File: config.mk
export PLATFORM = sky130hd
export DESIGN_NAME = data_mem_responder_flat
export DESIGN_NICKNAME = d
export VERILOG_FILES = /design/src/rtl/data_mem_responder_if.sv /design/src/rtl/data_mem_responder.sv /design/src/flat_wrapper.sv
export SDC_FILE = /design/constraint.sdc
export NUM_CORES = 2
export LEC_CHECK = 0
export BUFFER_PORTS_ARGS = -buffer_cell sky130_fd_sc_hd__buf_2
export CORE_MARGIN = 3
export CORE_UTILIZATION = 44
export CTS_BUF_LIST = sky130_fd_sc_hd__clkbuf_4 sky130_fd_sc_hd__clkbuf_8
export CTS_CLUSTER_SIZE = 14
export DETAILED_ROUTE_END_ITERATION = 10
export SYNTH_ARGS = -nofsm -noshare
export SYNTH_HDL_FRONTEND = slang
export SYNTH_SLANG_ARGS = --single-unit
File: constraint.sdc
create_clock -name clk -period 5.9 [get_ports clk]
set_input_delay 0.885 -clock clk [delete_from_list [all_inputs] [get_ports clk]]
set_output_delay 0.885 -clock clk [all_outputs]
set_load 0.02 [all_outputs]
File: src/rtl/data_mem_responder_if.sv
// data_mem_responder_if: request/response bus between a memory stage and the data memory responder.
interface data_mem_responder_if;
    logic        req_valid;
    logic        req_write;
    logic [15:0] req_addr;
    logic [15:0] req_wdata;
    logic        req_ready;
    logic        rsp_valid;
    logic        rsp_write;
    logic [15:0] rsp_rdata;
    logic        rsp_err;
    logic        rsp_ready;
    modport master (output req_valid, req_write, req_addr, req_wdata, rsp_ready,
                    input  req_ready, rsp_valid, rsp_write, rsp_rdata, rsp_err);
    modport slave  (input  req_valid, req_write, req_addr, req_wdata, rsp_ready,
                    output req_ready, rsp_valid, rsp_write, rsp_rdata, rsp_err);
endinterface

File: src/rtl/data_mem_responder.sv
// data_mem_responder: single-outstanding data memory with fixed response latency.
// Define DATA_MEM_RESPONDER_ERR_EN to flag and suppress accesses at addresses >= DEPTH.
module data_mem_responder #(
    parameter int DEPTH   = 256,
    parameter int LATENCY = 2
) (
    input logic clk,
    input logic rst_n,
    data_mem_responder_if.slave bus
);
    localparam int AW = $clog2(DEPTH);
    typedef enum logic [1:0] {IDLE, WAIT, RESP} state_t;
    state_t          state_q, state_d;
    logic [3:0]      cnt_q, cnt_d;
    logic            write_q, err_q;
    logic [AW-1:0]   idx_q;
    logic [15:0]     wdata_q, rdata_q;
    logic [15:0]     mem [DEPTH];
    logic            accept, enter, err_a, wr_e, err_e;
    logic [AW-1:0]   idx_e;
    logic [15:0]     wdata_e;
`ifdef DATA_MEM_RESPONDER_ERR_EN
    assign err_a = bus.req_addr >= 16'(DEPTH);
`else
    assign err_a = 1'b0;
`endif
    assign accept  = state_q == IDLE && bus.req_valid;
    // With LATENCY=1 the access happens on the accepting edge, so use the live request.
    assign wr_e    = state_q == IDLE ? bus.req_write            : write_q;
    assign idx_e   = state_q == IDLE ? bus.req_addr[AW-1:0]     : idx_q;
    assign wdata_e = state_q == IDLE ? bus.req_wdata            : wdata_q;
    assign err_e   = state_q == IDLE ? err_a                    : err_q;
    assign enter   = (accept && LATENCY == 1) || (state_q == WAIT && cnt_q == 4'd1);
    always_comb begin
        state_d = state_q;
        cnt_d   = cnt_q;
        unique case (state_q)
            IDLE: if (bus.req_valid) begin
                state_d = LATENCY == 1 ? RESP : WAIT;
                cnt_d   = 4'(LATENCY - 1);
            end
            WAIT: begin
                cnt_d   = cnt_q - 4'd1;
                state_d = cnt_q == 4'd1 ? RESP : WAIT;
            end
            RESP: state_d = bus.rsp_ready ? IDLE : RESP;
            default: state_d = IDLE;
        endcase
    end
    always_ff @(posedge clk or negedge rst_n) begin
        if (!rst_n) begin
            state_q <= IDLE;
            cnt_q   <= '0;
            write_q <= 1'b0;
            err_q   <= 1'b0;
            idx_q   <= '0;
            wdata_q <= '0;
            rdata_q <= '0;
        end else begin
            state_q <= state_d;
            cnt_q   <= cnt_d;
            if (accept) begin
                write_q <= bus.req_write;
                err_q   <= err_a;
                idx_q   <= bus.req_addr[AW-1:0];
                wdata_q <= bus.req_wdata;
            end
            if (enter) rdata_q <= (wr_e || err_e) ? 16'h0 : mem[idx_e];
        end
    end
    // Storage is deliberately not reset; rst_n gating keeps an aborted store from landing.
    always_ff @(posedge clk) begin
        if (rst_n && enter && wr_e && !err_e) mem[idx_e] <= wdata_e;
    end
    assign bus.req_ready = state_q == IDLE;
    assign bus.rsp_valid = state_q == RESP;
    assign bus.rsp_write = state_q == RESP && write_q;
    assign bus.rsp_rdata = state_q == RESP ? rdata_q : 16'h0;
    assign bus.rsp_err   = state_q == RESP && err_q;
endmodule

File: src/flat_wrapper.sv
// flat-port wrapper written by rule: the top's interface ports become plain ports
module data_mem_responder_flat 
#(
    parameter int DEPTH   = 256,
    parameter int LATENCY = 2
)
  (clk, rst_n, bus_req_valid, bus_req_write, bus_req_addr, bus_req_wdata, bus_rsp_ready, bus_req_ready, bus_rsp_valid, bus_rsp_write, bus_rsp_rdata, bus_rsp_err);
  data_mem_responder_if bus_i ();
  input logic clk;
  input logic rst_n;
  input wire logic [$bits(bus_i.req_valid)-1:0] bus_req_valid;
  input wire logic [$bits(bus_i.req_write)-1:0] bus_req_write;
  input wire logic [$bits(bus_i.req_addr)-1:0] bus_req_addr;
  input wire logic [$bits(bus_i.req_wdata)-1:0] bus_req_wdata;
  input wire logic [$bits(bus_i.rsp_ready)-1:0] bus_rsp_ready;
  output wire logic [$bits(bus_i.req_ready)-1:0] bus_req_ready;
  output wire logic [$bits(bus_i.rsp_valid)-1:0] bus_rsp_valid;
  output wire logic [$bits(bus_i.rsp_write)-1:0] bus_rsp_write;
  output wire logic [$bits(bus_i.rsp_rdata)-1:0] bus_rsp_rdata;
  output wire logic [$bits(bus_i.rsp_err)-1:0] bus_rsp_err;
  assign bus_i.req_valid = bus_req_valid;
  assign bus_i.req_write = bus_req_write;
  assign bus_i.req_addr = bus_req_addr;
  assign bus_i.req_wdata = bus_req_wdata;
  assign bus_i.rsp_ready = bus_rsp_ready;
  assign bus_req_ready = bus_i.req_ready;
  assign bus_rsp_valid = bus_i.rsp_valid;
  assign bus_rsp_write = bus_i.rsp_write;
  assign bus_rsp_rdata = bus_i.rsp_rdata;
  assign bus_rsp_err = bus_i.rsp_err;
  data_mem_responder #(.DEPTH(DEPTH), .LATENCY(LATENCY)) u_core (.clk(clk), .rst_n(rst_n), .bus(bus_i));
endmodule
[Word level (Yosys, flattened, before mapping)]
Memory sizes are Yosys's and may differ from the RTL's.
Index checks and enable logic that the tools add are counted.
Operators by class
  reductions and logical operators: 8
  equality and inequality tests: 4
  $add $sub $neg: 1
  muxes and demuxes: 13
Operators by type and width (number)
  16-bit 2-to-1 mux: 3
  8-bit 2-to-1 mux: 1
  4-bit case mux with 2 select lines: 1
  2-bit 2-to-1 mux: 3
  2-bit case mux with 3 select lines: 1
  1-bit logical AND: 5
  4-bit by 1-bit equality test with 1-bit output, second input constant: 1
  4-bit 2-to-1 mux: 1
  4-bit by 1-bit subtractor with 4-bit output, second input constant: 1
  1-bit 2-to-1 mux: 3
  2-bit by 1-bit equality test with 1-bit output, second input constant: 1
  2-bit equality test, second input constant: 1
  2-bit logical NOT: 1
  2-bit inequality test, second input constant: 1
  2-bit AND reduction: 1
  2-bit nonzero test: 1
Storage, ports and cells
  word-level logic and storage cells: 33
  bits in writable memories: 4096
  bits in registers: 47
  memories kept: 1
Memories
  u_core.mem: words 256, bits a word 16, rd ports 1, clocked after Yosys merged registers in 0, wr ports 1, line data_mem_responder.sv:18  | logic [15:0] mem [DEPTH];

[Longest topological paths before layout]
  depth after elaboration: 6
  depth in mapped cells: 15
  mapped depth without buffers: 9

[Least setup slack after synthesis]
No wires, ideal clock.
  path kind: register to register
  from: reg u_core.state_q[1]
  to: mem u_core.mem[0][10], data pin
  path slack: 0.122 ns
  clock period less this slack: 5.778 ns
  cell stages (with the launch flop): 10
  arrival time: 4.956 ns
  data required time: 5.079 ns
  buffers on the path: 5
  cell sequence: dfrtp_1 > or2_4 > inv_4 > buf_8 > buf_12 > buf_6 > clkbuf_1 > buf_1 > nand2_1 > nand2_1
Between the ends
  longest elaborated chain between the ends: 2
Ends and longest elaborated chain
  start, declared: line data_mem_responder.sv:13  | state_t state_q, state_d;
  start signal, assigned: line data_mem_responder.sv:60  | state_q <= state_d;
  2-bit logical NOT
  via bus_req_ready: line flat_wrapper.sv:16  | output wire logic [$bits(bus_i.req_ready)-1:0] bus_req_ready;
  16-bit 2-to-1 mux: line data_mem_responder.sv:31  | assign wdata_e = state_q == IDLE ? bus.req_wdata : wdata_q;
  via u_core.wdata_e[10]: line data_mem_responder.sv:21  | logic [15:0] wdata_e;
  end, declared: line data_mem_responder.sv:18
The timed path passes the listed nets, and every way through them passes these cells.

[Final worst setup path]
  from: reg u_core.state_q[1]
  to: reg u_core.rdata_q[12]
Between the ends
  longest elaborated chain between the ends: 4
  elaborated cells on any way between the ends: 7
  classes of those cells: 1 x eq/ne; 3 x mux; 2 x reduce/logical; 1 x memory
Ends and longest elaborated chain
  2-bit logical NOT: line data_mem_responder.sv:29, data_mem_responder.sv:30
  8-bit 2-to-1 mux: line data_mem_responder.sv:30  | assign idx_e = state_q == IDLE ? bus.req_addr[AW-1:0] : idx_q;
  memory 256 x 16 bit
  16-bit 2-to-1 mux: line data_mem_responder.sv:68  | if (enter) rdata_q <= (wr_e || err_e) ? 16'h0 : mem[idx_e];
  end signal, assigned: line data_mem_responder.sv:68
  end, declared: line data_mem_responder.sv:17  | logic [15:0] wdata_q, rdata_q;
Several ways; a longest one is shown, not always the timed one.
A chain may end at the register's enable or synchronous reset.

==> run_results.csv <==
group,metric,value,unit
sta,max_freq,182.1,MHz
logic_synthesis,synth_area,0.1511,mm²
logic_synthesis,seq_area_frac_synth,0.8221,
setup_path,cp_slowest_cell,"o21a_4",
cells_and_area,layout.cells.non_filler,14500,
setup_path,worst_path_most_repeated_cell,"o22ai_1",
power_and_ir_drop,p_int,56.68,mW
drt,finalWirelength,445700,µm
global_route,antenna_found_initial,22,
sta,finalClockSkew,0.08058,ns
sta,layout_min_cycle_time,5.492,ns
die,row_count,214,
drt,first_iter_violations,12370,
setup_path,path_max_fanout,37,
die,die_area,0.3504,mm²
drt,drtAntennaViolNets,0,
drt,first_pass_iters,6,
logic_synthesis,synth_top_flop_cell,"edfxtp_1",
global_route,grt_start_max_net_pins,177,
flow_run,cap_violations,0,
clocking,post_cts_resized,0,
setup_path,critPathLaunchType,"register",
setup_path,crit_type,"reg -> reg",
power_and_ir_drop,clockPowerShare,0.267,
placed_design,dp.cells,13320,
setup_path,cp_cell_sequence,"or2_4, inv_4, o21a_4, buf_4, o22ai_1, o21ai_0, a41oi_1, nor4_1, o22ai_1, o31ai_2",
logic_synthesis,netlist.area_leader.share,0.8143,
power_and_ir_drop,comb_power_share,0.298,
clocking,clk_pin_slew_worst_paths,0.06,ns
sta,maxSlewViolCount,0,
power_and_ir_drop,total_power,87.47,mW
sta,fin_ws,0.4084,ns
power_and_ir_drop,p_leak,52.87,nW
die,die_width,591.9,µm
logic_synthesis,synthCells,8762,
sta,tightest_slew,1.371,ns
global_route,grt_overflow,0,
setup_path,crit_buf_inv,2,
sta,rsz0062_at_grt,"no",
logic_synthesis,yosys.cell_types.count,53,
logic_synthesis,yosysTopAreaCell,"edfxtp_1",
placed_design,pre_cts_ws,0.6690,ns
die,ios,57,
sta,min_period_over_period,0.9308,
global_route,grt_pass1_wl,628500,µm
logic_synthesis,synth-seq-cells,4143,
logic_synthesis,synth.area.top_cells,"edfxtp_1 (81%), o22ai_1 (8.0%), o21ai_0 (2.9%)",
clocking,cts_buffers,653,
die,die_h,591.9,µm
clocking,cts.sinks,4143,
placed_design,port_buffers,47,
global_route,grt_use_total,0.2466,
setup_path,cp.required,6.95,ns
worst_hold_path,hold_path_class,"in -> reg",
sta,timing.setup.tns,0,ns
setup_path,slowest_delay,0.80,ns
cells_and_area,drive_above_1_share,0.1780,
cells_and_area,area_delta_synth_final,14.12,%
power_and_ir_drop,vdd_drop_max,0.5471,mV
placed_design,gp_congestion,0.8734,
power_and_ir_drop,p_switching,30.79,mW
drt,via_per_inst,6.277,
drt,drc,0,
power_and_ir_drop,pwr-share-seq,0.435,
clocking,htreeDepth,6,
clocking,clockBufferDepth,4,
logic_synthesis,synth_fp_nets,8801,
run_status,status,"finished, final reports clean",
die,core_area,0.3409,mm²
cells_and_area,nets,9501,
setup_path,cp.arrival,6.54,ns
sta,finalHoldViolations,0,
power_and_ir_drop,power_density,507.4,mW/mm²
logic_synthesis,ys_warn_count,0,
drt,vias,91010,
logic_synthesis,async_reset_ff_frac,0.01134,
setup_path,crit_family,"compound AO/OA/AOI/OAI gates",
placed_design,dp_hpwl,252000,µm
global_route,grt_pass1_vias,88010,
logic_synthesis,synth-edff-count,4096,
clocking,clock_latency,1.18,ns
setup_path,worst_setup_path_end_kind,"register",
power_and_ir_drop,p_sw_frac,0.3520,
die,start_util,0.4432,
clocking,cts_tree,"yes",
drt,wl_per_cell,30.74,µm
sta,slew_headroom,0.08528,
sta,finalSetupViolCount,0,
clocking,root_buffer,"clkbuf_8",
logic_synthesis,avgSynthCellArea,17.24,µm²
## flip-flops by register name (all words and copies together) (netlist names)
| signal | cells |
|---|---|
| u_core.cnt_q | 4 |
| u_core.idx_q | 8 |
| u_core.mem | 4096 |
| u_core.rdata_q | 16 |
| u_core.state_q | 2 |
| u_core.wdata_q | 16 |
| u_core.write_q | 1 |
## logic make-up after synthesis
kind of cell	synth area share
AO/OA/AOI/OAI	0.1398
adder cells (fa/ha/maj)	0.0001656
buffers and inverters	0.02275
flip-flops	0.8221
other	0.00002483
AND/OR/NAND/NOR	0.01517
## worst register-to-register path, stage by stage (launching register included)
cell and delay (ns):
dfrtp_1 0.46, or2_4 0.40, inv_4 0.44, o21a_4 0.81, buf_4 0.30, o22ai_1 0.07
o21ai_0 0.58, a41oi_1 0.60, nor4_1 0.80, o22ai_1 0.56, o31ai_2 0.34
## routing by layer
layer / vias to the layer above / track usage / wire length [µm]
met5: - / 0 / 118
met4: 18 / 0.1074 / 19910
met3: 913 / 0.05167 / 45500
met2: 5222 / 0.3897 / 210200
met1: 46680 / 0.3319 / 170000
li1: 38180 / - / -
## cell usage after synthesis, types with 2 or more instances
library cell  number
or3_1              5
o221ai_1           3
inv_1              8
dfrtp_1           47
buf_8              2
o31ai_2            6
clkbuf_1         194
o21ai_2            3
o31ai_4            2
nand2_1          160
o21a_2             2
edfxtp_1        4096
buf_4             69
a22oi_1          128
or4b_4             2
buf_2            340
a41oi_1          240
ha_1               2
o21ai_1          115
buf_6             34
o21a_1             8
o22ai_1         1928
nand4_1            5
nor2_2             2
o21ai_4            2
nor2_1           259
o41ai_1           33
nor4_1            34
and2_1            18
a21oi_1           68
nor3_1             6
nand2b_1          11
or4_1              4
buf_1              5
nor3b_1            3
o21ai_0          879
o31a_1             2
nor2b_1            2
o31ai_1            3
nand3_1           13
a32o_1             3
or2_2              5
## timing repair
item                                   in CTS  in global routing
hold buffers                               26                  0
endpoints found under the hold margin      72                  0
setup buffers                               0                  0
## placed cells by master (no fill, tap or decap), types with 8 or more instances in the layout
cell type,count
buf_2,47
buf_4,531
o21ai_0,879
inv_6,11
nand2_4,16
o22ai_1,1928
a21oi_1,68
clkbuf_8,664
clkinv_2,41
inv_1,8
nand2_2,16
a41oi_1,240
clkinv_8,11
buf_12,86
and2_1,18
o21ai_1,111
nand2b_1,11
clkinv_1,130
dlygate4sd3_1,26
a22oi_1,128
nor4_1,34
dfrtp_1,47
edfxtp_1,4096
diode_2,10
nor2_1,247
o41ai_1,32
nor2_2,14
nand2_1,128
clkinvlp_4,10
inv_8,14
clkbuf_4,251
nand3_1,13
## worst paths after layout
path	slack, ns	start	end	depth (start not counted)
max	0.41	u_core.state_q[1]$_DFFE_PN0P_	u_core.rdata_q[12]$_DFFE_PN0P_	10
min	0.16	bus_req_addr[6]	u_core.idx_q[6]$_DFFE_PN0P_	3
max reg2reg	0.41	u_core.state_q[1]$_DFFE_PN0P_	u_core.rdata_q[12]$_DFFE_PN0P_	10
min reg2reg	0.48	u_core.rdata_q[3]$_DFFE_PN0P_	u_core.rdata_q[3]$_DFFE_PN0P_	2
max in group asynchronous	4.91	rst_n	u_core.rdata_q[4]$_DFFE_PN0P_	3
min in group asynchronous	0.43	rst_n	u_core.write_q$_DFFE_PN0P_	3
## power groups by stage
stage                     clock network (mW)  logic [mW]  registers, mW
after floorplan                            0        13.8           40.1
after global placement                     0        25.2           38.6
after detailed placement                   0        25.7           38.6
after CTS                               23.7        25.8           38.0
after global routing                    25.1        27.4           38.0
final                                   23.4        26.1           38.0
## per-stage QoR
stage	cell area, µm²	hold slack [ns]	util
6_report	172400	0.1579	0.5057
2_1_floorplan	151100	0.4455	-
4_1_cts	172400	0.04653	0.5057
3_5_place_dp	159600	0.4675	0.4682
5_1_grt	172400	0.1366	0.5057
3_3_place_gp	159600	0.4627	0.4682
## area by class of cell
| type | count | area (µm²) |
|---|---|---|
| fill | 27710 | 168500 |
| tap | 4536 | 5675 |
| timing repair buffer | 690 | 6203 |
| inverter | 9 | 36.28 |
| sequential | 4143 | 124200 |
| multi-input combinational | 3965 | 23750 |
| antenna | 10 | 25.02 |
| clock inverter | 231 | 1489 |
| clock buffer | 915 | 11020 |
Power figures use the tool's default switching activity.
